===== src/rtl/interrupt_spr_unit_if.sv =====
`default_nettype none
// ============================================================================
//  Module      : interrupt_spr_unit_if
//  Description : Cause/context inputs, SPR access and interrupt status outputs
//                of the interrupt/SPR unit.
//  Revision    : 1.0 - initial release
// ============================================================================
interface interrupt_spr_unit_if;
  logic [22:0] ca;
  logic        rpt;
  logic [31:0] pc;
  logic [31:0] next_pc;
  logic [31:0] ea;
  logic [31:0] data_in;
  logic [2:0]  reg_sel;
  logic        sprw;
  logic [31:0] spr_out;
  logic [31:0] sr;
  logic [22:0] mca;
  logic        jisr;
  logic [31:0] il;
  logic [31:0] mode;

  modport master (
    output ca, rpt, pc, next_pc, ea, data_in, reg_sel, sprw,
    input  spr_out, sr, mca, jisr, il, mode
  );

  modport slave (
    input  ca, rpt, pc, next_pc, ea, data_in, reg_sel, sprw,
    output spr_out, sr, mca, jisr, il, mode
  );
endinterface
`default_nettype wire


===== src/rtl/interrupt_spr_unit.sv =====
`default_nettype none
// ============================================================================
//  Module      : interrupt_spr_unit
//  Description : Interrupt cause masking/priority plus the 8-entry SPR file
//                that captures interrupt context on jisr.
//  Revision    : 1.0 - initial release
// ============================================================================
module interrupt_spr_unit (
  input  wire logic             clk,
  input  wire logic             rst,
  interrupt_spr_unit_if.slave   bus
);

  localparam logic [2:0]  c_SEL_SR    = 3'd0;
  localparam logic [2:0]  c_SEL_ESR   = 3'd1;
  localparam logic [2:0]  c_SEL_ECA   = 3'd2;
  localparam logic [2:0]  c_SEL_EPC   = 3'd3;
  localparam logic [2:0]  c_SEL_EDATA = 3'd4;
  localparam logic [2:0]  c_SEL_EMODE = 3'd5;
  localparam logic [2:0]  c_SEL_MODE  = 3'd7;
  // ovf and the 16 external lines can be masked; internal faults cannot
  localparam logic [22:0] c_MASKABLE  = 23'h7F_FF81;

  logic [31:0] r_sr;
  logic [31:0] r_esr;
  logic [22:0] r_eca;
  logic [31:0] r_epc;
  logic [31:0] r_edata;
  logic [31:0] r_emode;
  logic [31:0] r_mode;

  logic [22:0] w_mca;
  logic        w_jisr;
  logic [4:0]  w_il;
  logic [31:0] w_spr_out;

  assign w_mca  = bus.ca & (r_sr[22:0] | ~c_MASKABLE);
  assign w_jisr = |w_mca;

  // Scan from the top so the lowest set index is the final assignment
  always_comb begin
    w_il = 5'd0;
    for (int j = 22; j >= 0; j--) begin
      if (w_mca[j]) begin
        w_il = 5'(j);
      end
    end
  end

  always_comb begin
    w_spr_out = 32'd0;
    case (bus.reg_sel)
      c_SEL_SR:    w_spr_out = r_sr;
      c_SEL_ESR:   w_spr_out = r_esr;
      c_SEL_ECA:   w_spr_out = {9'd0, r_eca};
      c_SEL_EPC:   w_spr_out = r_epc;
      c_SEL_EDATA: w_spr_out = r_edata;
      c_SEL_EMODE: w_spr_out = r_emode;
      c_SEL_MODE:  w_spr_out = r_mode;
      default:     w_spr_out = 32'd0;
    endcase
  end

  // Context save outranks software writes in the same cycle
  always_ff @(posedge clk) begin
    if (rst) begin
      r_sr    <= 32'd0;
      r_esr   <= 32'd0;
      r_eca   <= 23'd0;
      r_epc   <= 32'd0;
      r_edata <= 32'd0;
      r_emode <= 32'd0;
      r_mode  <= 32'd0;
    end else if (w_jisr) begin
      r_esr   <= r_sr;
      r_sr    <= 32'd0;
      r_eca   <= w_mca;
      r_epc   <= bus.rpt ? bus.pc : bus.next_pc;
      r_edata <= bus.ea;
      r_emode <= r_mode;
      r_mode  <= 32'd0;
    end else if (bus.sprw) begin
      case (bus.reg_sel)
        c_SEL_SR:    r_sr    <= bus.data_in;
        c_SEL_ESR:   r_esr   <= bus.data_in;
        c_SEL_ECA:   r_eca   <= bus.data_in[22:0];
        c_SEL_EPC:   r_epc   <= bus.data_in;
        c_SEL_EDATA: r_edata <= bus.data_in;
        c_SEL_EMODE: r_emode <= bus.data_in;
        c_SEL_MODE:  r_mode  <= bus.data_in;
        default:     ;
      endcase
    end
  end

  assign bus.spr_out = w_spr_out;
  assign bus.sr      = r_sr;
  assign bus.mca     = w_mca;
  assign bus.jisr    = w_jisr;
  assign bus.il      = {27'd0, w_il};
  assign bus.mode    = r_mode;

endmodule
`default_nettype wire


===== src/flat_wrapper.sv =====
// flat-port wrapper written by rule: the top's interface ports become plain ports
module interrupt_spr_unit_flat 
  (clk, rst, bus_ca, bus_rpt, bus_pc, bus_next_pc, bus_ea, bus_data_in, bus_reg_sel, bus_sprw, bus_spr_out, bus_sr, bus_mca, bus_jisr, bus_il, bus_mode);
  interrupt_spr_unit_if bus_i ();
  input  wire logic clk;
  input  wire logic rst;
  input wire logic [$bits(bus_i.ca)-1:0] bus_ca;
  input wire logic [$bits(bus_i.rpt)-1:0] bus_rpt;
  input wire logic [$bits(bus_i.pc)-1:0] bus_pc;
  input wire logic [$bits(bus_i.next_pc)-1:0] bus_next_pc;
  input wire logic [$bits(bus_i.ea)-1:0] bus_ea;
  input wire logic [$bits(bus_i.data_in)-1:0] bus_data_in;
  input wire logic [$bits(bus_i.reg_sel)-1:0] bus_reg_sel;
  input wire logic [$bits(bus_i.sprw)-1:0] bus_sprw;
  output wire logic [$bits(bus_i.spr_out)-1:0] bus_spr_out;
  output wire logic [$bits(bus_i.sr)-1:0] bus_sr;
  output wire logic [$bits(bus_i.mca)-1:0] bus_mca;
  output wire logic [$bits(bus_i.jisr)-1:0] bus_jisr;
  output wire logic [$bits(bus_i.il)-1:0] bus_il;
  output wire logic [$bits(bus_i.mode)-1:0] bus_mode;
  assign bus_i.ca = bus_ca;
  assign bus_i.rpt = bus_rpt;
  assign bus_i.pc = bus_pc;
  assign bus_i.next_pc = bus_next_pc;
  assign bus_i.ea = bus_ea;
  assign bus_i.data_in = bus_data_in;
  assign bus_i.reg_sel = bus_reg_sel;
  assign bus_i.sprw = bus_sprw;
  assign bus_spr_out = bus_i.spr_out;
  assign bus_sr = bus_i.sr;
  assign bus_mca = bus_i.mca;
  assign bus_jisr = bus_i.jisr;
  assign bus_il = bus_i.il;
  assign bus_mode = bus_i.mode;
  interrupt_spr_unit u_core (.clk(clk), .rst(rst), .bus(bus_i));
endmodule

===== config.mk =====
export PLATFORM = sky130hd
export DESIGN_NAME = interrupt_spr_unit_flat
export DESIGN_NICKNAME = d
export VERILOG_FILES = /design/src/rtl/interrupt_spr_unit_if.sv /design/src/rtl/interrupt_spr_unit.sv /design/src/flat_wrapper.sv
export SDC_FILE = /design/constraint.sdc
export NUM_CORES = 1
export LEC_CHECK = 0
export ABC_AREA = 1
export ABC_CLOCK_PERIOD_IN_PS = 5100
export BUFFER_PORTS_ARGS = -buffer_cell sky130_fd_sc_hd__buf_2
export CORE_UTILIZATION = 40
export CTS_BUF_LIST = sky130_fd_sc_hd__clkbuf_8
export CTS_CLUSTER_SIZE = 24
export DETAILED_ROUTE_END_ITERATION = 10
export GPL_TIMING_DRIVEN = 0
export HOLD_SLACK_MARGIN = 0.05
export PLACE_DENSITY = 0.71
export SLEW_MARGIN = 20
export SYNTH_ARGS = -nofsm -noshare
export SYNTH_HDL_FRONTEND = slang
export SYNTH_SLANG_ARGS = --single-unit

===== constraint.sdc =====
create_clock -name clk -period 5.1 [get_ports clk]
set_clock_uncertainty 0.2 [all_clocks]
set_input_delay 1.02 -clock clk [delete_from_list [all_inputs] [get_ports clk]]
set_output_delay 1.02 -clock clk [all_outputs]
set_load 0.1 [all_outputs]

==> summary.md <==
| Metric | Value |
|---|---|
| Routed Antenna Nets | `0` |
| Post-Syn Instances | `1745` |
| CTS Sinks | `215` |
| Pre-CTS setup slack | `399 ps` |
| Library cells used by synthesis | `42` |
| Fin Setup TNS | `0 ps` |
| Wire per inst | `22.2 um` |
| Comb power frac | `15.0%` |
| Layout cells sized above 1 | `23.0%` |
| Ports | `310` |
| Relative slew slack | `26.4%` |
| FF-to-FF Start | `u_core.bus.sr[10]` |
| P_sw | `1.25 mW` |
| Asr flop ratio synth | `0%` |
| Critical Path Sink Type | `output pin` |
| Core ar. | `28600 um2` |
| Setup Buffers After CTS | `0` |
| Final Hold Fails | `0` |
| Post-synthesis register bit count | `215` |
| CP Capture Point | `bus_spr_out[7]` |
| Ys Warns | `0` |
| R2R Setup Slk | `2040 ps` |
| TritonCTS Buffers | `39` |
| Area Growth Syn to Fin | `23.8%` |
| Total power per unit cell area | `278 nW/um2` |
| Root Driver | `clkbuf_8` |
| Worst hold slack | `272 ps` |
| Initial antenna violation count | `2` |
| Fin. max-slew vios | `0` |
| Die height | `173 um` |
| CTS H-Tree Depth | `2` |
| CP Max Fanout | `10` |
| WL final | `55.6 mm` |
| Most Used Layer, Global Route | `met2` |
| Crit share post-route | `96.5%` |
| Worst skew pair latency | `550 ps` |
| Ys flop type | `dfxtp_1` |
| DR vias/cell | `5.65` |
| HPWL after DPL | `39.9 mm` |
| Worst setup SP type | `primary input` |
| Leakage | `7.20 nW` |
| I/O Buffers | `282` |
| Wire length of the first global-routing pass | `79.7 mm` |
| Switching Share | `31.3%` |
| Vias post-DR | `14100` |
| GRT Overall Usage | `36.0%` |
| Worst-margin pin slew | `1100 ps` |
| Status | `finished clean` |
| Maximum vdd ir drop | `160 uV` |
| Number of max-cap violations | `0` |
| CTS tree | `done` |
| Row count | `62` |
| Area share of the largest cell type after synthesis | `37.0%` |
| Worst Path Arrival | `3700 ps` |
| Filler cells | `2979` |
| Post-synth top area cell | `dfxtp_1` |
| Total grt overflow | `0` |
| Die area | `29800 um2` |
| Most frequent cells in the layout | `nand2_1, buf_2, inv_1, dfxtp_1, nand3_1` |
| Number of synthesized flops with an enable pin | `0` |
| Overall power | `4.00 mW` |
| RSZ-0062 raised after global routing | `false` |
| Required time worst endpoint | `3880 ps` |
| Avg Inst Size Synth | `6.66 um2` |
| Mapped Area | `11600 um2` |
| WS Path Type | `in -> out` |
| First-pass DRT Iterations | `6` |
| Commonest non-fill, non-tap cell in the layout | `nand2_1` |
| Sequential power share | `43.5%` |
| Drt initial violations | `1865` |
| Final worst path period need | `4920 ps` |
| Hold/Removal Path Class | `reg -> reg` |
| # resized after CTS | `0` |
| Register area share after synthesis | `37.0%` |
| Final setup viols | `0` |
| R2R Path End | `u_core.r_edata[24]` |
| Width of the chip | `173 um` |
| Vias in the first global route | `13000` |
| Drt drc | `0` |
| Largest net degree at the start of global routing | `11` |
| Met1 Use GR | `45.3%` |
| Global Route met2 Usage | `56.1%` |
| Share of total power in the clock network | `41.4%` |
| Synth area leaders | `dfxtp_1, nand2_1, inv_1` |
| Cell internal pwr | `2.75 mW` |
| F_max | `0.203 GHz` |
| Max Root-Sink Buffers | `3` |
| Initial Util | `40.6%` |
| Post-CTS Hold Fix Bufs | `0` |
| Crit path launch | `bus_reg_sel[0]` |
| Clock slew at the register clock pins of the worst setup and hold paths | `50 ps` |
| Final worst slack | `177 ps` |
| Final net count | `2252` |
| RD Place Congestion | `0.983` |
| Global routing met3 resource utilization | `8.53%` |
| Path depth of the worst reg2reg path | `11` |
worst min-delay path by stage:
| stage | start | end | slack [ps] | cells past startpoint |
|---|---|---|---|---|
| 2_1_floorplan | u_core.r_esr[3] | u_core.r_esr[3] | 300 | 4 |
| 3_3_place_gp | u_core.bus.sr[5] | u_core.bus.sr[5] | 260 | 2 |
| 3_5_place_dp | u_core.bus.mode[5] | u_core.bus.mode[5] | 260 | 2 |
| 4_1_cts | u_core.bus.mode[5] | u_core.bus.mode[5] | 270 | 2 |
| 5_1_grt | u_core.bus.sr[1] | u_core.bus.sr[1] | 300 | 2 |
| 6_report | u_core.bus.sr[5] | u_core.bus.sr[5] | 270 | 2 |
stage by stage:
stage | util, % | instances | cell area [um2]
floorplan | - | 1771 | 11700
global placement | 47.6 | 2437 | 13600
detailed placement | 47.6 | 2437 | 13600
CTS | 50.3 | 2503 | 14400
global route | 50.3 | 2504 | 14400
finish | 50.3 | 2505 | 14400
metal layers:
| layer | wire length [um] | share of wire (%) | vias up |
|---|---|---|---|
| li1 | - | - | 6301 |
| met1 | 20300 | 37 | 6391 |
| met2 | 23900 | 43 | 1206 |
| met3 | 7830 | 14 | 241 |
| met4 | 3390 | 6.1 | 2 |
| met5 | 72 | 0.13 | - |
final cells by class:
type | instances | area (um2) | area share [%]
clock buffer | 51 | 702 | 4.88
multi-input combinational | 1139 | 5690 | 39.5
timing repair buffer | 282 | 1410 | 9.81
sequential | 215 | 4300 | 29.9
antenna | 2 | 5.00 | 0.0348
buffer | 138 | 694 | 4.82
clock inverter | 15 | 60.1 | 0.417
inverter | 279 | 1050 | 7.28
tap | 384 | 480 | 3.34
sequential cells by signal, summed over array words and instances, names as in the netlist:
| name | flops |
|---|---|
| u_core.bus.mode | 32 |
| u_core.r_edata | 32 |
| u_core.r_epc | 32 |
| u_core.r_esr | 32 |
| u_core.r_eca | 23 |
| u_core.r_emode | 32 |
| u_core.bus.sr | 32 |
power by group through the flow:
stage          sequential, mW  combinational [mW]  clock (mW)
6_report                 1.74               0.601        1.66
5_1_grt                  1.74               0.622        1.71
4_1_cts                  1.74               0.586        1.62
3_5_place_dp             1.78               0.584           0
3_3_place_gp             1.77               0.580           0
2_1_floorplan            1.77               0.383           0
kinds of logic after synthesis:
| logic type | Yosys count | synth area share [%] |
|---|---|---|
| AOI/OAI and AO/OA | 331 | 18.9 |
| other | 1 | 0.0322 |
| buffers and inverters | 417 | 15.0 |
| and+or+nand+nor | 781 | 29.1 |
| DFF | 215 | 37.0 |
critical path, stage by stage:
cell,delay (ps)
buf_2,140
nor2_1,230
nand2_1,280
clkinv_1,370
clkbuf_1,760
a221oi_1,250
o2111ai_1,170
buf_2,480
cell usage after synthesis (3+ instances only):
library cell / n
o311ai_1: 20
o2111ai_1: 14
a22oi_1: 33
inv_1: 243
o21ai_0: 47
o22ai_1: 23
inv_2: 33
clkbuf_1: 73
o311ai_0: 3
o21ai_1: 15
o221ai_1: 18
o211ai_2: 6
nand4_1: 7
dfxtp_1: 215
nand2_1: 517
nor2_1: 82
o211ai_1: 17
nor2_2: 17
a21oi_1: 80
a221oi_1: 18
buf_4: 33
buf_2: 18
a22o_1: 5
or2_2: 9
nor2_4: 18
buf_1: 10
a31oi_1: 28
nand3_1: 115
nor3_1: 4
clkinv_1: 3
nor3_2: 4
nand2_2: 4
buf_6: 4
(Power assumes the default switching activity.)
